## config.mk

```make
export PLATFORM = sky130hd
export DESIGN_NAME = bfly_sched
export DESIGN_NICKNAME = d
export VERILOG_FILES = /design/src/rtl/fft_pkg.sv /design/src/rtl/bfly_phase_cnt.sv /design/src/rtl/bfly_sched.sv
export SDC_FILE = /design/constraint.sdc
export NUM_CORES = 1
export LEC_CHECK = 0
export CORE_MARGIN = 4
export CORE_UTILIZATION = 45
export DETAILED_ROUTE_END_ITERATION = 7
export PLACE_DENSITY = 0.72
export SYNTH_ARGS = -nofsm -noshare
export SYNTH_HDL_FRONTEND = slang
export SYNTH_SLANG_ARGS = --single-unit
```

## constraint.sdc

```tcl
create_clock -name clk -period 1.5 [get_ports clk]
set_input_delay 0.3 -clock clk [delete_from_list [all_inputs] [get_ports clk]]
set_output_delay 0.3 -clock clk [all_outputs]
set_load 0.05 [all_outputs]
```

## src/rtl/fft_pkg.sv

```systemverilog
// Shared types and defaults for the butterfly-stage scheduler.
package fft_pkg;

  localparam int DEF_SIZE = 16;

  typedef enum logic [1:0] {
    ST_IDLE  = 2'd0,
    ST_FILL  = 2'd1,
    ST_BFLY  = 2'd2,
    ST_FLUSH = 2'd3
  } state_e;

endpackage

```

## src/rtl/bfly_phase_cnt.sv

```systemverilog
// Frame-phase counter for bfly_sched: counts 0..2*SIZE-1 and wraps.
// Also flags zero, end of the first half, and end of the frame.
module bfly_phase_cnt
  import fft_pkg::*;
#(
  parameter int SIZE  = DEF_SIZE,
  parameter int CNT_W = $clog2(2 * SIZE)
) (
  input  logic             clk,
  input  logic             rst,
  input  logic             inc_i,
  input  logic             clr_i,
  output logic [CNT_W-1:0] cnt_o,
  output logic             zero_o,
  output logic             half_tc_o,
  output logic             full_tc_o
);

  logic [CNT_W-1:0] cnt_q, cnt_d;

  assign cnt_o     = cnt_q;
  assign zero_o    = (cnt_q == '0);
  assign half_tc_o = (cnt_q == CNT_W'(SIZE - 1));
  assign full_tc_o = (cnt_q == CNT_W'(2 * SIZE - 1));

  always_comb begin
    cnt_d = cnt_q;
    if (clr_i) begin
      cnt_d = '0;
    end else if (inc_i) begin
      cnt_d = full_tc_o ? '0 : cnt_q + CNT_W'(1);
    end
  end

  always_ff @(posedge clk or posedge rst) begin
    if (rst) cnt_q <= '0;
    else     cnt_q <= cnt_d;
  end

endmodule

```

## src/rtl/bfly_sched.sv

```systemverilog
// Radix-2 SDF butterfly-stage scheduler: fill / butterfly / flush sequencing.
// Optional output frame_cnt is enabled by defining BFLY_SCHED_STATS_EN.
module bfly_sched
  import fft_pkg::*;
#(
  parameter int SIZE  = DEF_SIZE,
  parameter int CNT_W = $clog2(2 * SIZE)
) (
  input  logic                    clk,
  input  logic                    rst,
  input  logic                    din_valid,
  input  logic                    flush,
  output logic                    shift_en,
  output logic                    bfly_en,
  output logic                    out_sel,
  output logic                    dout_valid,
  output logic [$clog2(SIZE)-1:0] tw_idx,
  output logic                    frame_start,
  output logic                    busy,
  output logic                    err_drop
`ifdef BFLY_SCHED_STATS_EN
  ,
  output logic [15:0]             frame_cnt
`endif
);

  localparam int TW_W = $clog2(SIZE);

  state_e           state_q, state_d;
  logic             pending_q, pending_d;
  logic             cnt_inc, cnt_clr;
  logic [CNT_W-1:0] cnt_q;
  logic             cnt_zero, cnt_half, cnt_full;

  logic             shift_en_q, shift_en_d;
  logic             bfly_en_q, bfly_en_d;
  logic             out_sel_q, out_sel_d;
  logic             dout_valid_q, dout_valid_d;
  logic [TW_W-1:0]  tw_idx_q, tw_idx_d;
  logic             frame_start_q, frame_start_d;
  logic             busy_q;
  logic             err_drop_q, err_drop_d;

  bfly_phase_cnt #(
    .SIZE  (SIZE),
    .CNT_W (CNT_W)
  ) u_phase_cnt (
    .clk       (clk),
    .rst       (rst),
    .inc_i     (cnt_inc),
    .clr_i     (cnt_clr),
    .cnt_o     (cnt_q),
    .zero_o    (cnt_zero),
    .half_tc_o (cnt_half),
    .full_tc_o (cnt_full)
  );

  always_comb begin
    state_d       = state_q;
    pending_d     = pending_q;
    cnt_inc       = 1'b0;
    cnt_clr       = 1'b0;
    shift_en_d    = 1'b0;
    bfly_en_d     = 1'b0;
    out_sel_d     = 1'b0;
    dout_valid_d  = 1'b0;
    tw_idx_d      = '0;
    frame_start_d = 1'b0;
    err_drop_d    = 1'b0;
    case (state_q)
      ST_IDLE: begin
        if (din_valid) begin
          state_d       = ST_FILL;
          cnt_inc       = 1'b1;
          shift_en_d    = 1'b1;
          out_sel_d     = 1'b1;
          frame_start_d = 1'b1;
        end
      end
      ST_FILL: begin
        if (din_valid) begin
          shift_en_d    = 1'b1;
          out_sel_d     = 1'b1;
          dout_valid_d  = pending_q;
          frame_start_d = cnt_zero;
          cnt_inc       = 1'b1;
          if (cnt_half) begin
            state_d   = ST_BFLY;
            pending_d = 1'b0;
          end
        end else if (flush && cnt_zero && pending_q) begin
          // Only a frame boundary with differences still buffered can drain.
          state_d = ST_FLUSH;
          cnt_clr = 1'b1;
        end
      end
      ST_BFLY: begin
        if (din_valid) begin
          shift_en_d   = 1'b1;
          bfly_en_d    = 1'b1;
          dout_valid_d = 1'b1;
          tw_idx_d     = TW_W'(cnt_q - CNT_W'(SIZE));
          cnt_inc      = 1'b1;
          if (cnt_full) begin
            state_d   = ST_FILL;
            pending_d = 1'b1;
          end
        end
      end
      ST_FLUSH: begin
        shift_en_d   = 1'b1;
        out_sel_d    = 1'b1;
        dout_valid_d = 1'b1;
        err_drop_d   = din_valid;
        cnt_inc      = 1'b1;
        if (cnt_half) begin
          state_d   = ST_IDLE;
          pending_d = 1'b0;
          cnt_clr   = 1'b1;
        end
      end
      default: state_d = ST_IDLE;
    endcase
  end

  always_ff @(posedge clk or posedge rst) begin
    if (rst) begin
      state_q       <= ST_IDLE;
      pending_q     <= 1'b0;
      shift_en_q    <= 1'b0;
      bfly_en_q     <= 1'b0;
      out_sel_q     <= 1'b0;
      dout_valid_q  <= 1'b0;
      tw_idx_q      <= '0;
      frame_start_q <= 1'b0;
      busy_q        <= 1'b0;
      err_drop_q    <= 1'b0;
    end else begin
      state_q       <= state_d;
      pending_q     <= pending_d;
      shift_en_q    <= shift_en_d;
      bfly_en_q     <= bfly_en_d;
      out_sel_q     <= out_sel_d;
      dout_valid_q  <= dout_valid_d;
      tw_idx_q      <= tw_idx_d;
      frame_start_q <= frame_start_d;
      busy_q        <= (state_d != ST_IDLE);
      err_drop_q    <= err_drop_d;
    end
  end

`ifdef BFLY_SCHED_STATS_EN
  logic [15:0] frame_cnt_q;

  always_ff @(posedge clk or posedge rst) begin
    if (rst) begin
      frame_cnt_q <= '0;
    end else if (state_q == ST_BFLY && state_d == ST_FILL) begin
      frame_cnt_q <= frame_cnt_q + 16'd1;
    end
  end

  assign frame_cnt = frame_cnt_q;
`endif

  assign shift_en    = shift_en_q;
  assign bfly_en     = bfly_en_q;
  assign out_sel     = out_sel_q;
  assign dout_valid  = dout_valid_q;
  assign tw_idx      = tw_idx_q;
  assign frame_start = frame_start_q;
  assign busy        = busy_q;
  assign err_drop    = err_drop_q;

endmodule

```

==> metrics.md <==
| Metric | Value |
|---|---|
| Pleak | `0.0006002 uW` |
| Headroom to the max-slew limit | `77.92%` |
| Max Clk Rate | `668.7 MHz` |
| Worst Slack Setup Final | `0.004643 ns` |
| H-tree depth reported by CTS | `1` |
| WS Path Type | `register to register` |
| Post-synthesis xor/xnor area fraction | `1.001%` |
| Largest net degree at the start of global routing | `20` |
| Post-route antenna net violation count | `0` |
| I/O Buffers | `14` |
| Adder-cell share of the synthesized area | `5.722%` |
| Mean Syn Cell Area | `10.29 sq um` |
| Longest Clk Path Bufs | `2` |
| First-pass GRT wire length | `3.153 mm` |
| Layout cell share with drive strength beyond 1 | `39.82%` |
| Fillers | `107` |
| Outcome | `finished clean` |
| Setup TNS | `0 ns` |
| Vias in the first global route | `702` |
| Worst slew pin tran | `0.3312 ns` |
| Multi-input gate area | `454.2 sq um` |
| Placement Setup Slack | `-0.08966 ns` |
| Cell Area, Synth | `874.6 sq um` |
| Diodes inserted | `0` |
| Final hold violation count | `0` |
| Compound-Gate Fraction of Synth Area | `15.16%` |
| Cell Pwr Density | `1442 nW/um^2` |
| Root buf cell | `clkbuf_4` |
| CP startpoint | `u_phase_cnt.cnt_o[2]` |
| Max Clock Skew | `0.0004584 ns` |
| Largest family of logic cells by synthesized area | `simple AND/OR/NAND/NOR gates` |
| Mapped Cells | `85` |
| Sink Count | `19` |
| Min Hold Slack | `0.3209 ns` |
| Core Area | `1783 sq um` |
| Final Setup Violations | `0` |
| Post-route clock period utilization | `99.69%` |
| DIE WIDTH | `52.09 um` |
| Area Overhead vs Synth | `57.22%` |
| Max-Cap Viols | `0` |
| Most common cell after layout, fill and taps aside | `dfrtp_1` |
| Initial antenna violation count | `0` |
| Crit end category | `register` |
| CTS tree | `done` |
| Count of cell types in the netlist | `28` |
| Clock Pin Slew Worst Setup and Hold Paths | `0.09 ns` |
| Placed wire-length estimate | `1.325 mm` |
| RSZ-0062 raised after global routing | `yes` |
| Hold_buf cts | `0` |
| DRC Markers | `0` |
| Slew Viols, Final | `0` |
| Vias | `746` |
| GP Congestion | `0.8292` |
| Syn nets | `93` |
| Final nets | `122` |
| Iteration-0 DRC Markers | `9` |
| Final core utilization | `77.12%` |
| DR pass1 iterations | `4` |
| Mux cell area share after synthesis | `0%` |
| Fin crit period | `1.495 ns` |
| Hold Path Class | `primary input to asynchronous set/reset pin` |
| Setup crit start kind | `register` |
| Chip Height | `52.09 um` |
| CTS Buf Count | `3` |
| Most frequent cells in the layout | `19 x dfrtp_1, 12 x buf_4, 11 x buf_12` |
| Sequential fraction of the synthesis area | `54.36%` |
| Total gr overflow | `0` |
| Final instance area | `1375 sq um` |
| Aggregate global-route resource usage | `16.49%` |
| Data required, critical path | `1.68 ns` |
| DR vias/cell | `5.406` |
| Sequential cell area | `475.5 sq um` |
| DP Area | `1236 sq um` |
| Initial Util | `49.05%` |
| Io pins | `15` |
| WP data arrival | `1.68 ns` |
| Die area | `2713 sq um` |
| Simple-Gate Fraction of Synth Area | `18.60%` |
| Worst-path fanout max | `6` |
| Max IR drop VDD | `954.4 uV` |
| WL final | `2.056 mm` |
| FF-to-FF Start | `u_phase_cnt.cnt_o[2]` |
| WL per Instance | `14.90 um` |
| Latest clock arrival within the worst-skew pair | `0.29 ns` |
| # rows | `15` |
| Ys Warns | `0` |
| #FFs+latches synth | `19` |
## kinds of logic (layout without fill, tap and decap cells)
kind of cell,count (synthesis),in the layout
adder cells (fa/ha/maj),4,4
flip-flops,19,19
buffers and inverters,10,38
AND/OR/NAND/NOR,31,31
XOR/XNOR,1,1
AO/OA/AOI/OAI,20,20
## synthesized netlist by cell type, drive strengths merged
library cell / instances / area share (%)
ha: 4 / 5.7
nand2b: 1 / 0.72
nor4b: 2 / 2.7
inv: 6 / 2.9
a21oi: 7 / 5.3
and2: 2 / 1.4
dfrtp: 19 / 54
nor3b: 1 / 0.86
o21ai: 8 / 5.0
nor2: 6 / 2.6
nand2: 8 / 3.4
nand3: 4 / 2.3
xor2: 1 / 1.0
a211oi: 2 / 2.3
buf: 2 / 1.4
a21o: 1 / 0.86
nor3: 3 / 1.7
o31a: 1 / 1.0
clkbuf: 2 / 0.86
a31oi: 1 / 0.72
and3: 3 / 2.1
nand4: 1 / 0.72
## power by group
group          internal (uW)  switching, uW
Sequential               630            172
Clock                    103            139
Combinational            473            465
Total                   1210            777
## critical path, stage by stage (launching register included)
cell,delay (ns)
dfrtp_1,0.54
and3_4,0.28
ha_4,0.18
nand3_4,0.10
buf_6,0.14
and3_1,0.15
## path summary, 6_finish.rpt
check	end	slack, ns	cells past startpoint
min reg2reg	pending_q	0.56	2
max	state_q[1]	0.005	5
max in group asynchronous	pending_q	0.98	3
min in group clk	pending_q	0.56	2
max reg2reg	state_q[1]	0.005	5
min	tw_idx[3]	0.32	3
## routing by layer
metal / GRT usage [%] / up-vias / wire [um]
met5: 0 / - / 0
met4: 8.297 / 0 / 76
met3: 3.152 / 10 / 111
met2: 30.13 / 30 / 1081
met1: 17.81 / 358 / 786
li1: - / 348 / -
## stage by stage
step	power, uW	instances
floorplan	1196	85
detailed placement	1597	133
CTS	1929	137
global route	2108	138
finish	1983	138
global placement	1567	133
## cell type report
| cell class | count | area share, % |
|---|---|---|
| flip-flops and latches | 19 | 34.58 |
| multi-input cells | 56 | 33.03 |
| repair buffers | 28 | 26.39 |
| well taps | 25 | 2.275 |
| clock buffers | 4 | 1.911 |
| inverters | 6 | 1.820 |
## state kept, by name (all words and copies together) (netlist names)
name / count
u_phase_cnt.cnt_o: 5
bfly_en: 1
state_q: 2
out_sel: 1
err_drop: 1
dout_valid: 1
frame_start: 1
shift_en: 1
tw_idx: 4
pending_q: 1
busy: 1
## what timing repair did
action                     4_1_cts  5_1_grt
pin swaps                        3        7
buffers inserted                 0        1
setup endpoints to repair        8        8
resized for setup                9       12
No activity file was read; power rests on OpenSTA's default activity.
